[src/rtl/seq7_stepper.sv]
// rtl/seq7_stepper.sv - seven-segment sequence stepper over a writable digit table
// Displays preview the entry the next step tick will commit (Mealy).
module seq7_stepper #(
  parameter int DIV_COUNT = 50000000,
  parameter int SEQ_LEN   = 9,
  parameter int DIGITS    = 2
) (
  input  logic                CLOCK_50,
  input  logic                RESET_N,
  input  logic [1:0]          MODE,
  input  logic                BOUNCE,
  input  logic                WR_EN,
  input  logic [3:0]          WR_ADDR,
  input  logic [3:0]          WR_DATA,
  output logic [7*DIGITS-1:0] HEX,
  output logic [3:0]          INDEX,
  output logic                TICK
);

  localparam int              DW         = $clog2(DIV_COUNT);
  localparam logic [DW-1:0]   DIV_LAST   = DW'(DIV_COUNT - 1);
  localparam logic [3:0]      IDX_LAST   = 4'(SEQ_LEN - 1);
  localparam logic [3:0]      IDX_PREV   = 4'(SEQ_LEN - 2);
  localparam logic [63:0]     TABLE_INIT = 64'h0000_0007_0145_4382;

  localparam logic [1:0] MODE_HOLD = 2'b00;
  localparam logic [1:0] MODE_BWD  = 2'b01;
  localparam logic [1:0] MODE_RUN  = 2'b10;
  localparam logic [1:0] MODE_OFF  = 2'b11;

  typedef enum logic {
    DIR_FWD = 1'b0,
    DIR_BWD = 1'b1
  } dir_t;

  logic [DW-1:0] r_div;
  logic [3:0]    r_index;
  dir_t          r_dir;
  logic          r_blank;
  logic [3:0]    r_table [16];

  logic          w_tick;
  logic [3:0]    w_pend;
  logic          w_flip;
  logic          w_dark;
  logic [3:0]    w_index_nxt;
  dir_t          w_dir_nxt;
  logic          w_blank_nxt;

  function automatic logic [6:0] seg_decode(input logic [3:0] d);
    logic [6:0] s;
    case (d)
      4'd0:    s = 7'b1000000;
      4'd1:    s = 7'b1111001;
      4'd2:    s = 7'b0100100;
      4'd3:    s = 7'b0110000;
      4'd4:    s = 7'b0011001;
      4'd5:    s = 7'b0010010;
      4'd6:    s = 7'b0000010;
      4'd7:    s = 7'b1111000;
      4'd8:    s = 7'b0000000;
      4'd9:    s = 7'b0010000;
      default: s = 7'b1111111;
    endcase
    return s;
  endfunction

  assign w_tick = (r_div == DIV_LAST);
  assign w_dark = r_blank | (MODE == MODE_OFF);
  assign TICK   = w_tick;
  assign INDEX  = r_index;

  // Pending index: where the next tick would land, given current mode and direction.
  always_comb begin
    w_pend = r_index;
    w_flip = 1'b0;
    case (MODE)
      MODE_BWD: w_pend = (r_index == 4'd0) ? IDX_LAST : r_index - 4'd1;
      MODE_RUN: begin
        if (!BOUNCE) begin
          w_pend = (r_index == IDX_LAST) ? 4'd0 : r_index + 4'd1;
        end else if (r_dir == DIR_FWD) begin
          if (r_index == IDX_LAST) begin
            w_pend = IDX_PREV;
            w_flip = 1'b1;
          end else begin
            w_pend = r_index + 4'd1;
          end
        end else begin
          if (r_index == 4'd0) begin
            w_pend = 4'd1;
            w_flip = 1'b1;
          end else begin
            w_pend = r_index - 4'd1;
          end
        end
      end
      default: w_pend = r_index;
    endcase
  end

  // A tick while blanked restarts from entry 0 instead of stepping.
  always_comb begin
    w_index_nxt = r_index;
    w_dir_nxt   = r_dir;
    w_blank_nxt = r_blank;
    if (w_tick) begin
      if (MODE == MODE_OFF) begin
        w_blank_nxt = 1'b1;
      end else if (r_blank) begin
        w_index_nxt = 4'd0;
        w_dir_nxt   = DIR_FWD;
        w_blank_nxt = 1'b0;
      end else begin
        w_index_nxt = w_pend;
        if (w_flip) begin
          w_dir_nxt = (r_dir == DIR_FWD) ? DIR_BWD : DIR_FWD;
        end
      end
    end
  end

  always_ff @(posedge CLOCK_50 or negedge RESET_N) begin
    if (!RESET_N) begin
      r_div   <= '0;
      r_index <= 4'd0;
      r_dir   <= DIR_FWD;
      r_blank <= 1'b0;
      for (int i = 0; i < 16; i++) begin
        r_table[i] <= TABLE_INIT[4*i +: 4];
      end
    end else begin
      r_div   <= w_tick ? '0 : r_div + 1'b1;
      r_index <= w_index_nxt;
      r_dir   <= w_dir_nxt;
      r_blank <= w_blank_nxt;
      if (WR_EN && (WR_ADDR <= IDX_LAST)) begin
        r_table[WR_ADDR] <= WR_DATA;
      end
    end
  end

  for (genvar k = 0; k < DIGITS; k++) begin : g_digit
    logic [4:0] w_sum;
    logic [3:0] w_sel;
    assign w_sum = {1'b0, w_pend} + 5'(k);
    assign w_sel = (w_sum >= 5'(SEQ_LEN)) ? 4'(w_sum - 5'(SEQ_LEN)) : w_sum[3:0];
    assign HEX[7*k +: 7] = w_dark ? 7'h7F : seg_decode(r_table[w_sel]);
  end

  // Unused mode encoding kept named for readability of the case above.
  logic w_unused;
  assign w_unused = (MODE_HOLD == 2'b00);

endmodule
[config.mk]
export PLATFORM = sky130hd
export DESIGN_NAME = seq7_stepper
export DESIGN_NICKNAME = d
export VERILOG_FILES = /design/src/rtl/seq7_stepper.sv
export SDC_FILE = /design/constraint.sdc
export NUM_CORES = 1
export LEC_CHECK = 0
export ABC_CLOCK_PERIOD_IN_PS = 16960
export CAP_MARGIN = 5
export CORE_ASPECT_RATIO = 0.9
export CORE_MARGIN = 3
export CORE_UTILIZATION = 60
export DETAILED_ROUTE_END_ITERATION = 7
export PLACE_DENSITY = 0.92
export SYNTH_ARGS = -nofsm -noshare
export SYNTH_HDL_FRONTEND = slang
export SYNTH_SLANG_ARGS = --single-unit
[constraint.sdc]
create_clock -name CLOCK_50 -period 16.96 [get_ports CLOCK_50]
set_input_delay 3.392 -clock CLOCK_50 [delete_from_list [all_inputs] [get_ports CLOCK_50]]
set_output_delay 3.392 -clock CLOCK_50 [all_outputs]
set_load 0.02 [all_outputs]
==> After elaboration in Yosys (flattened, before gate mapping) <==
Memories as Yosys holds them, arrays and structs flattened.
Index checks and enable logic that the tools add are counted.
{ "totals": {"register_bits": 96, "rom_bits": 224, "input_bits": 14, "out_inout_bits": 19, "wordCells": 82, "n_memories": 2} }
{ "mem_list": {"columns": ["memory", "depth", "width", "read_ports", "rd_clocked_by_memory_dff", "write_ports", "line_no", "text"], "rows": [
  ["(name not given)", 16, 7, 1, 0, 0, "52", "case (d)"],
  ["(name not given)", 16, 7, 1, 0, 0, "52", null]
]} }
{ "classes": {"n_addsub": 6, "order_cmp": 7, "n_eq_ne": 5, "mux": 31, "bitwise_logic": 5, "n_reduce_logical": 6} }
{ "op_table": {"columns": ["cell", "n"], "rows": [
  ["bitwise mux 64 bit", 1],
  ["2-to-1 mux 4 bit", 14],
  ["binary-select mux 4 bit (select 4 bit)", 2],
  ["adder 26 x 1 -> 26 bit, second input constant", 1],
  ["== test 26 bit, second input constant", 1],
  ["2-to-1 mux 26 bit", 1],
  ["demux 4 bit (select 4 bit)", 1],
  [">= comparator 5 bit, second input constant", 3],
  ["NOT 4 -> 5 bit", 3],
  ["2-to-1 mux 7 bit", 2],
  ["2-to-1 mux 1 bit", 9],
  ["case mux 4 bit (2 select lines)", 1],
  ["subtractor 4 bit, second input constant", 2],
  ["adder 4 x 1 -> 5 bit, second input constant", 1],
  [">= comparator 5 x 4 -> 1 bit, second input constant", 1],
  ["< comparator 5 x 1 -> 1 bit, second input constant", 1],
  ["adder 4 x 1 -> 4 bit, second input constant", 1],
  ["== test 2 bit, second input constant", 2],
  ["== test 4 bit, second input constant", 1],
  [">= comparator 4 bit, second input constant", 1],
  ["less-or-equal comparator 4 bit, second input constant", 1],
  ["zero test 4 bit", 1],
  ["subtractor 4 x 1 -> 4 bit, second input constant", 1],
  ["AND reduction 3 bit", 1],
  ["other kinds (6)", 7]
]} }

==> Depth between registers and ports, before layout <==
Gate-level depths: netlist of the first run.
An unclocked memory read counts as a cell.
{ "depth": {"ltp_word": 14, "mapped_depth": 26, "ltp_nobuf": 21} }

==> Worst setup path before layout of the first run <==
OpenSTA, ideal clock, no wires.
{ "synth_path": {"path_kind": "input port to output port", "from": "input port MODE[1]", "to": "output port HEX[1]", "t_arrival_ps": 7807, "required_ps": 13568, "path_slack_ps": 5761, "path_stages": 22, "path_buffers": 4, "cell_sequence": "inv_1 -> ha_1 -> or4_1 -> a221o_2 -> clkinv_2 -> buf_8 -> buf_2 -> buf_2 -> ha_1 -> nor2b_1 -> nand3_1 -> o32ai_2 -> xnor2_2 -> buf_6 -> mux4_2 -> mux2i_1 -> a22oi_1 -> inv_1 -> ha_1 -> inv_1 -> nor2_1 -> o21ai_1"} }
{ "synth_between": {"elab_chain_cells": 10, "elab_cells_between_ends": 14, "cone_classes": "add/sub (1); order compare (1); eq/ne (3); mux (6); bitwise (2); memory (1)"} }
{ "synth_rtl": {"columns": ["item", "line_no", "text"], "rows": [
  ["from (decl)", "10", "input logic [1:0] MODE,"],
  ["== test 2 bit / == test 2 x 1 -> 1 bit (equally long branches)", "77", "case (MODE)"],
  ["case mux 4 bit (2 select lines)", "77", null],
  ["subtractor 4 bit / >= comparator 4 bit (equally long branches)", "147", "assign w_sel = (w_sum >= 5'(SEQ_LEN)) ? 4'(w_sum - 5'(SEQ_LEN)) : w_sum[3:0];"],
  ["2-to-1 mux 4 bit", "147", null],
  ["NOT 4 -> 5 bit (implied by the code)", "148", "assign HEX[7*k +: 7] = w_dark ? 7'h7F : seg_decode(r_table[w_sel]);"],
  ["binary-select mux 4 bit (select 4 bit)", "148", null],
  ["2-to-1 mux 4 bit (implied by the code) (2 in a row)", "148", null],
  ["memory read (16 x 7 bit)", null, null],
  ["2-to-1 mux 7 bit *", "148", null],
  ["to (decl)", "15", "output logic [7*DIGITS-1:0] HEX,"]
]} }
Mark *: on every way between the ends. The rest lies on a longest branch, timed or not. The select of a mux whose other input is x is not followed.

==> Worst setup path after layout of the first run <==
{ "layout_path": {"from": "input port MODE[0]", "to": "output port HEX[0]"} }
Same word-level chain as after synthesis.

==> run_results.csv, run 1 <==
group,metric,value,unit
logic_synthesis,ys_types,88,
placed_design,place_inst,784,
detailed_routing,route.detailed.drc,0,
grt,grt_max_degree,71,
clock_tree,htree_levels,3,
die,start_util,0.6254,
sta,finalCritPeriodShare,0.7754,
logic_synthesis,synthArstFlopShare,1.000,
sta,rsz0062_at_grt,"no",
sta,tns,0,ns
detailed_routing,wl_per_cell,21.92,um
sta,max_freq,76.04,MHz
layout,layout_common_cells,"82 x dfrtp_1, 49 x nand2_1, 49 x nor2_1, 37 x mux2_2, 36 x mux2i_1",
clock_tree,cts_tree,"yes",
sta,fin_worst_skew,0.005019,ns
sta,setup_viol,0,
clock_tree,clockBufferDepth,2,
die,die_h,104.7,um
grt,antenna_found_initial,0,
clock_tree,cts_buffers,9,
power_and_ir_drop,fin_total_pwr,0.6960,mW
detailed_routing,vias,5572,
grt,grt_usage,0.2970,
clock_tree,cts_resized,0,
detailed_routing,dr.pass1.iters,6,
grt,grt_pass1_wl,28500,um
layout,fin_nets,699,
logic_synthesis,syn_area,0.006491,sq mm
critical_path,end_kind,"primary output",
logic_synthesis,syn_inst,676,
die,die_w,115.6,um
power_and_ir_drop,p_leak,3.060,nW
critical_path,critPathLaunchType,"primary input",
power_and_ir_drop,powerDensity,99.07,mW/mm^2
logic_synthesis,synth.avg_cell_area,9.602,sq um
logic_synthesis,synth_fp_nets,709,
logic_synthesis,ys_warn_count,0,
clock_tree,cts_hold_buf,0,
die,design.die.area,0.01210,sq mm
grt,overflow,0,
min_path,hold_path_class,"reg -> reg",
layout,syn_to_final_growth,8.231,%
critical_path,required,13.57,ns
clock_tree,clk_pin_slew,0.07,ns
detailed_routing,ant_nets,0,
clock_tree,ctsRootBufferMaster,"clkbuf_16",
detailed_routing,routed_via_density,6.965,
clock_tree,postCtsSetupBuffers,0,
critical_path,crit_type,"in -> out",
clock_tree,clock_latency,0.34,ns
die,coreArea,0.01038,sq mm
critical_path,worstPathArrival,9.76,ns
placed_design,gp_congestion,0.9504,
logic_synthesis,ys_seq_elements,94,
placed_design,hpwl,12930,um
sta,finalHoldViolCount,0,
sta,period_needed,13.15,ns
detailed_routing,wl,17530,um
layout,drive_gt1_frac,0.1461,
sta,slew-limit-headroom,0.3524,
job,cap_violations,0,
placed_design,io_buffers,32,
layout,instances_no_fill,800,
die,rows,35,
sta,maxSlewViolCount,0,
logic_synthesis,ys.flop_type,"dfrtp_1",
power_and_ir_drop,ir_drop,0.00006565,V
critical_path,cp_max_fo,23,
detailed_routing,drt_iter0_markers,654,
grt,grt_pass1_vias,5309,
layout,diodes,0,
logic_synthesis,synth_edf_count,0,
sta,max_slew.worst_pin.slew,0.9714,ns
logic_synthesis,synth-seq-area-share,0.3647,
run_status,status,"finished clean",
die,boundaryPins,33,
clock_tree,clock-sinks,94,
layout,final_common_cell,"dfrtp_1",
==> state kept, by name, summed over array words and instances, names as in the netlist <==
name     count
r_blank      1
r_dir        1
INDEX        4
r_table     62
r_div       26
==> cell type report <==
| type | instances | area, sq um |
|---|---|---|
| Clock buffer | 10 | 239.0 |
| Timing Repair Buffer | 37 | 355.3 |
| Multi-Input combinational cell | 500 | 3747 |
| Fill cell | 817 | 3353 |
| Clock inverter | 6 | 63.81 |
| Tap cell | 129 | 161.4 |
| Sequential cell | 94 | 2367 |
| Inverter | 24 | 91.34 |
==> stage by stage <==
stage	utilization	hold slack [ns]	setup slack, ns	cell area (sq um)
final	0.6769	0.3778	3.808	7025
after global routing	0.6769	0.3892	3.445	7025
after CTS	0.6769	0.3758	3.871	7025
after detailed placement	0.6477	0.3605	3.882	6723
after global placement	0.6477	0.3626	4.143	6723
after floorplan	-	0.4210	5.761	6491
==> cell usage after synthesis, drive strengths merged, types with 7 or more instances <==
| library cell | count | area, sq um |
|---|---|---|
| dfrtp | 82 | 2052 |
| nor2 | 50 | 190.2 |
| nand2 | 49 | 183.9 |
| clkbuf | 40 | 150.1 |
| mux2i | 39 | 410.4 |
| mux2 | 37 | 416.7 |
| o21ai | 26 | 137.6 |
| nand3 | 24 | 120.1 |
| inv | 23 | 86.33 |
| ha | 19 | 237.7 |
| a21oi | 18 | 93.84 |
| buf | 18 | 141.4 |
| nor3 | 16 | 90.09 |
| xor2 | 16 | 140.1 |
| and3 | 12 | 75.07 |
| dfstp | 12 | 315.3 |
| nand4 | 12 | 81.33 |
| xnor2 | 11 | 103.9 |
| a211oi | 9 | 72.57 |
| nor2b | 9 | 56.30 |
| o221ai | 9 | 78.83 |
| and2 | 8 | 50.05 |
| o211ai | 8 | 65.06 |
| a31oi | 7 | 43.79 |
| a32oi | 7 | 61.31 |
| nand2b | 7 | 43.79 |
| nor4 | 7 | 43.79 |
| o22ai | 7 | 43.79 |
| or3 | 7 | 43.79 |
==> power by group <==
group,internal [mW],switching (mW),total (mW)
logic,0.0939,0.115,0.209
clock network,0.108,0.0983,0.206
registers,0.249,0.0310,0.280
total,0.451,0.245,0.696
==> worst paths after layout <==
| path | startpoint | to | slack [ns] | depth (start not counted) |
|---|---|---|---|---|
| hold reg to reg | r_table[13] | r_table[13] | 0.38 | 0 |
| setup reg to reg | INDEX[0] | INDEX[0] | 13.74 | 7 |
| max in group asynchronous | RESET_N | r_table[13] | 12.83 | 2 |
| hold / removal | r_table[13] | r_table[13] | 0.38 | 0 |
| min in group asynchronous | RESET_N | r_div[23] | 2.96 | 1 |
| setup / recovery | MODE[0] | HEX[0] | 3.81 | 20 |
==> metal layers <==
layer / up-vias / part of all wire / GRT usage
met5: - / 0 / 0
met1: 2685 / 0.44 / 0.4453
met3: 60 / 0.099 / 0.05617
li1: 2483 / - / -
met4: 0 / 0.038 / 0.1118
met2: 344 / 0.43 / 0.4264
==> cell families (layout without fill, tap and decap cells) <==
kind of cell / after synthesis / after routing / synth area share
AOI/OAI and AO/OA: 145 / 145 / 0.1687
xor gates and xnor gates: 27 / 27 / 0.03759
adders and majority gates: 19 / 19 / 0.03662
buffers and inverters: 82 / 77 / 0.05898
DFF: 94 / 94 / 0.3647
muxes: 82 / 82 / 0.1500
and+or+nand+nor: 227 / 227 / 0.1835
==> critical path: stages <==
cell             delay, ns
clkdlybuf4s50_1       0.52
inv_1                 0.06
ha_1                  0.57
o21bai_1              0.21
a22o_1                0.53
inv_1                 0.48
ha_1                  0.36
nor2b_1               0.19
nand3_1               0.12
o32ai_2               0.53
xnor2_2               0.17
buf_4                 0.37
mux4_1                0.59
mux2i_1               0.19
mux2i_2               0.18
inv_1                 0.16
ha_1                  0.16
mux2i_1               0.08
a22oi_1               0.22
clkdlybuf4s50_1       0.63
No activity file was read; power rests on OpenSTA's default activity.
==> run 2, diff against run 1 <==
==> config.mk (replaced) <==
export PLATFORM = sky130hd
export DESIGN_NAME = seq7_stepper
export DESIGN_NICKNAME = d
export VERILOG_FILES = /design/src/rtl/seq7_stepper.sv
export SDC_FILE = /design/constraint.sdc
export NUM_CORES = 1
export LEC_CHECK = 0
export ABC_CLOCK_PERIOD_IN_PS = 10740
export CAP_MARGIN = 5
export CORE_ASPECT_RATIO = 0.9
export CORE_MARGIN = 3
export CORE_UTILIZATION = 55
export DETAILED_ROUTE_END_ITERATION = 7
export PLACE_DENSITY = 0.89
export SYNTH_ARGS = -nofsm -noshare
export SYNTH_HDL_FRONTEND = slang
export SYNTH_SLANG_ARGS = --single-unit
==> constraint.sdc (replaced) <==
create_clock -name CLOCK_50 -period 10.74 [get_ports CLOCK_50]
set_input_delay 2.148 -clock CLOCK_50 [delete_from_list [all_inputs] [get_ports CLOCK_50]]
set_output_delay 2.148 -clock CLOCK_50 [all_outputs]
set_load 0.02 [all_outputs]
==> run 2 against run 1 <==
Effect of this change:
- worst hold slack about the same
- clock power increased by 67%
- die area increased by 8.6%
- final area increased by 1.0%
- global-route usage decreased by 2.4 points
- clock-buffer cell count unchanged
- routed wire length decreased by 0.11%
- critical endpoint is now HEX[1]
- highest routed layer unchanged
==> run_results.csv, run 2 (synthesized netlist as in run 1, its figures left out) <==
group,metric,value,unit
placed_design,hpwl,12810,um
sta,max_slew.worst_pin.slew,0.9957,ns
die,start_util,0.5811,
grt,grt_usage,0.2729,
power_and_ir_drop,ir_drop,0.0001551,V
clock_tree,cts_tree,"yes",
clock_tree,cts_buffers,9,
critical_path,required,8.59,ns
clock_tree,htree_levels,3,
sta,finalHoldViolCount,0,
sta,max_freq,97.04,MHz
critical_path,path_delay_family,"buffers and inverters",
detailed_routing,wl_per_cell,21.18,um
sta,finalCritPeriodShare,0.9595,
layout,fin_nets,703,
die,die_h,109.1,um
detailed_routing,ant_nets,0,
die,die_w,120.5,um
detailed_routing,vias,5543,
grt,grt_max_degree,69,
critical_path,critical_path_buf_inv_count,7,
placed_design,place_inst,811,
die,boundaryPins,33,
layout,diodes,0,
layout,final_common_cell,"dfrtp_1",
grt,met1_usage,0.3928,
sta,tns,0,ns
clock_tree,postCtsSetupBuffers,0,
run_status,status,"finished clean",
clock_tree,clock-sinks,94,
clock_tree,cts_resized,0,
critical_path,crit_type,"in -> out",
power_and_ir_drop,powerDensity,156.7,mW/mm^2
placed_design,gp_congestion,1.002,
critical_path,cp_slowest_stage_delay,0.81,ns
layout,drive_gt1_frac,0.1511,
sta,setup_viol,0,
sta,maxSlewViolCount,0,
die,rows,36,
detailed_routing,drt_iter0_markers,598,
critical_path,cp_common_cell,"inv_1",
layout,nFillCells,928,
grt,overflow,0,
job,cap_violations,0,
layout,instances_no_fill,827,
layout,max_flop_register,"r_table",
grt,top_usage_layer,"met2",
sta,period_needed,10.31,ns
sta,slew-limit-headroom,0.3329,
critical_path,cp_max_fo,15,
grt,grt_pass1_vias,5191,
placed_design,io_buffers,32,
critical_path,critPathLaunchType,"primary input",
grt,met3_usage,0.04876,
sta,rsz0062_at_grt,"no",
power_and_ir_drop,p_leak,3.085,nW
grt,grtUsageMet2,0.4212,
critical_path,end_kind,"primary output",
min_path,hold_path_class,"reg -> reg",
layout,layout_common_cells,"82 x dfrtp_1, 49 x nand2_1, 49 x nor2_1, 37 x mux2_2, 36 x mux2i_1",
layout,multi_input_area,0.003747,sq mm
grt,grt_pass1_wl,28030,um
detailed_routing,dr.pass1.iters,5,
layout,regArea,0.002367,sq mm
clock_tree,ctsRootBufferMaster,"clkbuf_16",
clock_tree,clock_latency,0.35,ns
detailed_routing,route.detailed.drc,0,
die,design.die.area,0.01314,sq mm
die,coreArea,0.01117,sq mm
clock_tree,clockBufferDepth,2,
sta,fin_worst_skew,0.007216,ns
detailed_routing,wl,17510,um
clock_tree,cts_hold_buf,0,
grt,antenna_found_initial,0,
detailed_routing,routed_via_density,6.703,
critical_path,worstPathArrival,8.16,ns
critical_path,crit_chain,"clkdlybuf4s50_1, inv_1, ha_1, nand2b_1, o311a_1, a22o_1, inv_1, ha_1, nor2b_1, nand3_1, o32ai_2, xnor2_2, buf_4, mux4_2, mux2i_1, a22oi_1, inv_1, ha_1, inv_1, nor2_1, o21ai_1, clkdlybuf4s50_1",
critical_path,slowest_stage,"xnor2_2",
layout,syn_to_final_growth,9.349,%
layout,largest_reg_flops,62,
clock_tree,clk_pin_slew,0.07,ns
## run 2: power breakdown
group,leakage (nW),total (mW),internal (mW),switching (mW)
Sequential,1.22,0.440,0.394,0.0462
Combinational,1.72,0.329,0.149,0.180
Clock,0.153,0.343,0.192,0.151
Total,3.08,1.11,0.734,0.378
## run 2: path summary, 6_finish.rpt
check	from	endpoint	slack, ns	depth (start not counted)
min in group asynchronous	RESET_N	r_div[10]	1.71	1
worst max register to register	INDEX[0]	INDEX[0]	7.77	8
worst min register to register	r_table[4]	r_table[4]	0.38	0
worst min-delay path	r_table[4]	r_table[4]	0.38	0
worst max-delay path	MODE[0]	HEX[1]	0.43	22
max in group asynchronous	RESET_N	r_table[16]	7.88	2
## run 2: worst register-to-register path, delay by kind of cell (launching register included)
kind                     cells  cell delay (ns)
flip-flops                   1             0.51
AO/OA/AOI/OAI                3             0.83
buffers and inverters        3             0.65
adder cells (fa/ha/maj)      1             0.36
AND/OR/NAND/NOR              1             0.51
## run 2: layout make-up
| type | count | share of cell area |
|---|---|---|
| Multi-Input combinational cell | 500 | 0.5279 |
| Sequential cell | 94 | 0.3335 |
| Timing Repair Buffer | 41 | 0.05429 |
| Clock buffer | 10 | 0.03367 |
| Tap cell | 152 | 0.02679 |
| Inverter | 24 | 0.01287 |
| Clock inverter | 6 | 0.01093 |
## run 2: per-stage QoR
stage,power [mW],hold WS (ns),setup WS [ns],util,instance area [sq um]
2_1_floorplan,0.6445,0.4210,2.029,-,6491
3_3_place_gp,0.7514,0.3627,0.7555,0.6071,6782
3_5_place_dp,0.7678,0.3640,0.5137,0.6071,6782
4_1_cts,1.108,0.3812,0.5081,0.6354,7098
5_1_grt,1.156,0.3875,0.1201,0.6354,7098
6_report,1.112,0.3776,0.4347,0.6354,7098
## run 2: layer usage
layer | up-vias | part of all wire
met3 | 50 | 0.088
met1 | 2691 | 0.44
met2 | 308 | 0.45
met5 | - | 0
met4 | 0 | 0.024
li1 | 2494 | -
